<file path="src/rtl/uart_rx_if.sv">
// Receive-byte handshake between uart_rx (producer) and its consumer.
// The producer holds rx_data/rx_valid until the consumer takes the byte with rx_ready.
interface uart_rx_if;
  logic [7:0] rx_data;
  logic       rx_valid;
  logic       rx_ready;

  modport master (output rx_data, output rx_valid, input rx_ready);
  modport slave  (input rx_data, input rx_valid, output rx_ready);
endinterface

</file>
<file path="src/rtl/uart_rx.sv">
// 8N1 serial receiver: two-flop synchronizer, falling-edge start detect, mid-bit sampling,
// and a single-entry valid/ready holding register with frame-error and overrun reporting.
//
// state | meaning
// IDLE  | line idle, waiting for a falling edge on the synchronized input
// START | counting to the middle of the start bit; a high sample there is a glitch
// DATA  | sampling 8 data bits, LSB first, one bit period apart
// STOP  | sampling the stop bit, then delivering, dropping or flagging the byte
module uart_rx #(
  parameter int CLKS_PER_BIT = 434,
  parameter int HALF_BIT     = CLKS_PER_BIT / 2
) (
  input  logic        clk_50M,
  input  logic        rst_n,
  input  logic        rx_i,
  uart_rx_if.master   rx_if,
  output logic        frame_err_o,
  output logic        overrun_o,
  output logic        busy_o
);

  localparam int CW = $clog2(CLKS_PER_BIT + 1);

  typedef enum logic [1:0] {
    S_IDLE  = 2'd0,
    S_START = 2'd1,
    S_DATA  = 2'd2,
    S_STOP  = 2'd3
  } state_t;

  state_t          state_q, state_d;
  logic [CW-1:0]   cnt_q, cnt_d;
  logic [2:0]      bit_idx_q, bit_idx_d;
  logic [7:0]      shift_q, shift_d;
  logic [7:0]      data_q, data_d;
  logic            valid_q, valid_d;
  logic            frame_err_q, frame_err_d;
  logic            overrun_q, overrun_d;

  logic            rx_meta_q, rx_s_q, rx_s_dly_q;
  logic            start_edge;
  logic            smp_start, smp_data, smp_stop;
  logic            accept, stop_good, stop_bad;

  // Synchronizer and edge-detect delay; reset high so a released reset never looks like a start edge
  always_ff @(posedge clk_50M or negedge rst_n) begin
    if (!rst_n) begin
      rx_meta_q  <= 1'b1;
      rx_s_q     <= 1'b1;
      rx_s_dly_q <= 1'b1;
    end else begin
      rx_meta_q  <= rx_i;
      rx_s_q     <= rx_meta_q;
      rx_s_dly_q <= rx_s_q;
    end
  end

  assign start_edge = rx_s_dly_q & ~rx_s_q;
  assign smp_start  = (state_q == S_START) && (cnt_q == CW'(HALF_BIT - 1));
  assign smp_data   = (state_q == S_DATA)  && (cnt_q == CW'(CLKS_PER_BIT - 1));
  assign smp_stop   = (state_q == S_STOP)  && (cnt_q == CW'(CLKS_PER_BIT - 1));

  assign accept     = valid_q & rx_if.rx_ready;
  assign stop_good  = smp_stop & rx_s_q;
  assign stop_bad   = smp_stop & ~rx_s_q;

  always_ff @(posedge clk_50M or negedge rst_n) begin
    if (!rst_n) begin
      state_q <= S_IDLE;
    end else begin
      state_q <= state_d;
    end
  end

  always_comb begin
    state_d = state_q;
    case (state_q)
      S_IDLE: begin
        if (start_edge) state_d = S_START;
      end
      S_START: begin
        if (smp_start) state_d = rx_s_q ? S_IDLE : S_DATA;
      end
      S_DATA: begin
        if (smp_data && (bit_idx_q == 3'd7)) state_d = S_STOP;
      end
      S_STOP: begin
        if (smp_stop) state_d = S_IDLE;
      end
      default: state_d = S_IDLE;
    endcase
  end

  always_comb begin
    cnt_d       = cnt_q;
    bit_idx_d   = bit_idx_q;
    shift_d     = shift_q;
    data_d      = data_q;
    valid_d     = valid_q;
    overrun_d   = overrun_q;
    frame_err_d = stop_bad;

    if (state_q == S_IDLE) begin
      cnt_d     = '0;
      bit_idx_d = 3'd0;
    end else if (smp_start || smp_data || smp_stop) begin
      cnt_d = '0;
    end else begin
      cnt_d = cnt_q + CW'(1);
    end

    if (smp_data) begin
      shift_d   = {rx_s_q, shift_q[7:1]};
      bit_idx_d = 3'(bit_idx_q + 3'd1);
    end

    if (accept) valid_d = 1'b0;

    // A byte arriving on the same cycle as the accept replaces the old one; that is not an overrun
    if (stop_good) begin
      if (!valid_q || accept) begin
        data_d  = shift_q;
        valid_d = 1'b1;
      end else begin
        overrun_d = 1'b1;
      end
    end
  end

  always_ff @(posedge clk_50M or negedge rst_n) begin
    if (!rst_n) begin
      cnt_q       <= '0;
      bit_idx_q   <= 3'd0;
      shift_q     <= 8'h00;
      data_q      <= 8'h00;
      valid_q     <= 1'b0;
      frame_err_q <= 1'b0;
      overrun_q   <= 1'b0;
    end else begin
      cnt_q       <= cnt_d;
      bit_idx_q   <= bit_idx_d;
      shift_q     <= shift_d;
      data_q      <= data_d;
      valid_q     <= valid_d;
      frame_err_q <= frame_err_d;
      overrun_q   <= overrun_d;
    end
  end

  assign rx_if.rx_data  = data_q;
  assign rx_if.rx_valid = valid_q;
  assign frame_err_o    = frame_err_q;
  assign overrun_o      = overrun_q;
  assign busy_o         = (state_q != S_IDLE);

endmodule

</file>
<file path="src/flat_wrapper.sv">
// flat-port wrapper written by rule: the top's interface ports become plain ports
module uart_rx_flat 
#(
  parameter int CLKS_PER_BIT = 434,
  parameter int HALF_BIT     = CLKS_PER_BIT / 2
)
  (clk_50M, rst_n, rx_i, frame_err_o, overrun_o, busy_o, rx_if_rx_data, rx_if_rx_valid, rx_if_rx_ready);
  uart_rx_if rx_if_i ();
  input  logic clk_50M;
  input  logic rst_n;
  input  logic rx_i;
  output logic frame_err_o;
  output logic overrun_o;
  output logic busy_o;
  output wire logic [$bits(rx_if_i.rx_data)-1:0] rx_if_rx_data;
  output wire logic [$bits(rx_if_i.rx_valid)-1:0] rx_if_rx_valid;
  input wire logic [$bits(rx_if_i.rx_ready)-1:0] rx_if_rx_ready;
  assign rx_if_rx_data = rx_if_i.rx_data;
  assign rx_if_rx_valid = rx_if_i.rx_valid;
  assign rx_if_i.rx_ready = rx_if_rx_ready;
  uart_rx #(.CLKS_PER_BIT(CLKS_PER_BIT), .HALF_BIT(HALF_BIT)) u_core (.clk_50M(clk_50M), .rst_n(rst_n), .rx_i(rx_i), .rx_if(rx_if_i), .frame_err_o(frame_err_o), .overrun_o(overrun_o), .busy_o(busy_o));
endmodule
</file>
<file path="config.mk">
export PLATFORM = sky130hd
export DESIGN_NAME = uart_rx_flat
export DESIGN_NICKNAME = d
export VERILOG_FILES = /design/src/rtl/uart_rx_if.sv /design/src/rtl/uart_rx.sv /design/src/flat_wrapper.sv
export SDC_FILE = /design/constraint.sdc
export NUM_CORES = 1
export LEC_CHECK = 0
export CORE_ASPECT_RATIO = 2
export CORE_UTILIZATION = 46
export CTS_BUF_LIST = sky130_fd_sc_hd__clkbuf_16
export DETAILED_ROUTE_END_ITERATION = 16
export PLACE_DENSITY_LB_ADDON = 0.1
export SLEW_MARGIN = 20
export SYNTH_ARGS = -nofsm -noshare
export SYNTH_HDL_FRONTEND = slang
export SYNTH_SLANG_ARGS = --single-unit
export TNS_END_PERCENT = 100
</file>
<file path="constraint.sdc">
create_clock -name clk_50M -period 4.2 [get_ports clk_50M]
set_input_delay 0.63 -clock clk_50M [delete_from_list [all_inputs] [get_ports clk_50M]]
set_output_delay 0.63 -clock clk_50M [all_outputs]
set_load 0.05 [all_outputs]
</file>
==> results.md <==
- Routed WL: 2790 um
- Top_reg_cell synth: dfrtp_1
- Max Slew Vio Count: 0
- Crit path buffers/inverters: 1
- Synth-to-Final Area Change: 19.3%
- R2r startpoint: u_core.cnt_q[3]
- Cell Rows: 29
- Most used standard cell by instance count after synthesis: dfrtp_1
- CP Max Fanout: 13
- Sequential-to-total area share from yosys stat: 57.1%
- First-pass GRT wire length: 4570 um
- Crit-path max cell delay: 0.71 ns
- Synth cell types: 34
- PwrDens: 450 nW/um^2
- CTS clk-pin slew, worst paths: 0.05 ns
- Max-cap violations: 0
- Post-CTS Setup Inserts: 0
- DR vias: 1008
- Slew @ Worst Pin: 0.589 ns
- Diode count: 0
- RSZ-0062 raised after global routing: no
- Final net count: 155
- CP Cell Sequence: or2_2, clkdlybuf4s50_1
- Finish-stage setup viols: 0
- Cell taking the most area after synthesis: dfrtp_1
- Die Wd: 43.5 um
- Residual DRC: 4
- Syn. warnings: 0
- P_leak: 0.884 nW
- Largest net degree at the start of global routing: 37
- WL/cell: 15.7 um
- Core Area: 3230 um^2
- Syn Nets: 137
- DR pass1 iterations: 10
- Design Power: 0.000851 W
- Fill cells: 278
- Crit path launch type: flop
- Crit path kind: reg2out
- Fmax: 400 MHz
- Final Skew: 0.00413 ns
- R2R depth: 4
- Synth top cells by count: dfrtp_1 (33), mux2_2 (15), nor2_1 (14)
- Crit path DAT: 1.87 ns
- Status: complete, but fails checks
- Area of the mapped netlist: 1590 um^2
- Yosys reg bits: 36
- Rel. slew slack: 60.4%
- Hold Crit Depth: 0
- Synth top area share: 52.1%
- CTS buffer count: 5
- Post-synth EDFFs: 0
- Initial Util: 49.1%
- Hold_sp: u_core.rx_meta_q
- Reg-to-Reg End: u_core.rx_if.rx_data[7]
- Flop2flop setup slack: 1.93 ns
- Slowest CP cell: clkdlybuf4s50_1
- Fin. Hold Viols: 0
- Share of layout cells above drive strength 1: 20.4%
- Vias in the first global route: 1019
- Tcrit/Tclk final: 59.6%
- DIE AREA: 3700 um^2
- DP HPWL: 1970 um
- Die height: 85.0 um
- Clock root cell: clkbuf_16
- DRT antenna net count: 0
- Post-cts sizing count: 0
- CTS tree: done
- Failing checks: DRC
- Total grt overflow: 0
- Gpl congestion: 0.749
- Via density: 5.66
- Post-Synthesis Cells: 128
- Initial antenna violation count: 0
- IO Count: 16
- Req. time, crit path: 3.57 ns
- # hold bufs at CTS: 0
- I/O Buffers: 15
- Synth Area per Inst: 12.4 um^2
- Top delay family on crit path: buffers and inverters
- VDD IR-drop max: 0.378 mV
- H-tree depth: 2
- Worst hold endpoint: u_core.rx_s_q
- Hold WS: 0.357 ns
- Asr flop ratio synth: 100%
- Worst skew pair latency: 0.28 ns
- Total global-route track usage: 17.5%
- HP Class: reg2reg
- Clk sink count: 36
- DR iter-0 viols: 16
- Setup_tns: 0 ns
- CP Capture Type: output port
- Clock Path Buffers: 2
- Crit path time final: 2.50 ns
- Largest cells by area after synthesis: dfrtp_1 (52%), mux2_2 (11%), dfstp_2 (5.0%), ha_1 (3.9%), nor2_1 (3.3%)
cell families (layout without fill, tap and decap cells):
kind of cell    count (synthesis)  after routing  share of synthesized area (%)
buf+inv                         8             27                           2.45
mux                            16             16                           11.6
xor+xnor                        7              7                           3.87
simple gates                   49             49                           17.5
compound gates                  7              7                           3.55
flops                          36             36                           57.1
fa+ha+maj                       5              5                           3.95
power by group:
group / internal [W] / switching (W)
registers: 0.000374 / 0.0000386
clock network: 0.000213 / 0.000127
logic: 0.0000432 / 0.0000547
total: 0.000630 / 0.000221
cell usage in the layout (no fill, tap or decap), types with 2 or more instances in the layout:
cell | Yosys | layout
ha_1 | 5 | 5
xnor2_1 | 5 | 5
o311ai_0 | 2 | 2
xor2_1 | 2 | 2
nor3_1 | 2 | 2
clkbuf_16 | 0 | 5
inv_1 | 3 | 5
nand2_1 | 9 | 9
nor2b_1 | 4 | 4
dfstp_2 | 3 | 3
mux2_2 | 15 | 15
nand3_1 | 8 | 8
dfrtp_1 | 33 | 33
nor2_1 | 14 | 14
clkdlybuf4s50_1 | 0 | 15
routing by layer:
| layer | wire length [um] | track usage [%] |
|---|---|---|
| met5 | 0 | 0 |
| met4 | 73 | 9.38 |
| met3 | 81 | 5.96 |
| met2 | 1610 | 31.1 |
| met1 | 1020 | 16.8 |
sequential cells by signal, indices dropped and copies added (netlist names), named ones only:
name                   count
u_core.state_q             1
u_core.rx_if.rx_valid      1
u_core.rx_if.rx_data       8
u_core.rx_s_dly_q          1
u_core.bit_idx_q           3
u_core.frame_err_o         1
u_core.overrun_o           1
u_core.rx_s_q              1
u_core.shift_q             8
u_core.rx_meta_q           1
u_core.cnt_q               9
layout make-up:
class | count | area [um^2] | area share (%)
multi-input cells | 84 | 642 | 34.0
repair buffers | 16 | 158 | 8.34
clock buffers | 5 | 125 | 6.62
clock inverters | 3 | 11.3 | 0.596
inverters | 3 | 11.3 | 0.596
well taps | 31 | 38.8 | 2.05
flip-flops and latches | 36 | 905 | 47.8
worst reg2reg max path, stage by stage, from the launching register on:
cell      delay (ns)
dfrtp_1         0.44
and4bb_1        0.30
nand4_2         0.33
nor4_4          0.67
mux2_2          0.41
metrics by stage:
| stage | area (um^2) | cells | setup slack (ns) | util (%) |
|---|---|---|---|---|
| after floorplan | 1590 | 128 | 2.39 | - |
| after global routing | 1890 | 178 | 1.63 | 58.5 |
| after global placement | 1750 | 170 | 2.02 | 54.3 |
| final | 1890 | 178 | 1.70 | 58.5 |
| after detailed placement | 1750 | 170 | 1.91 | 54.3 |
| after CTS | 1890 | 178 | 1.70 | 58.5 |
worst max-delay path by stage:
stage               startpoint                       to  slack [ns]  cells after the start
5_1_grt                   flop                   busy_o        1.63                      2
3_5_place_dp   u_core.cnt_q[3]  u_core.rx_if.rx_data[7]        1.91                      4
2_1_floorplan  u_core.cnt_q[3]  u_core.rx_if.rx_data[0]        2.39                      4
3_3_place_gp              flop                   busy_o        2.02                      2
4_1_cts                   flop                   busy_o        1.70                      2
6_report                  flop                   busy_o        1.70                      2
Note: power is estimated with default switching activity, not from simulation.
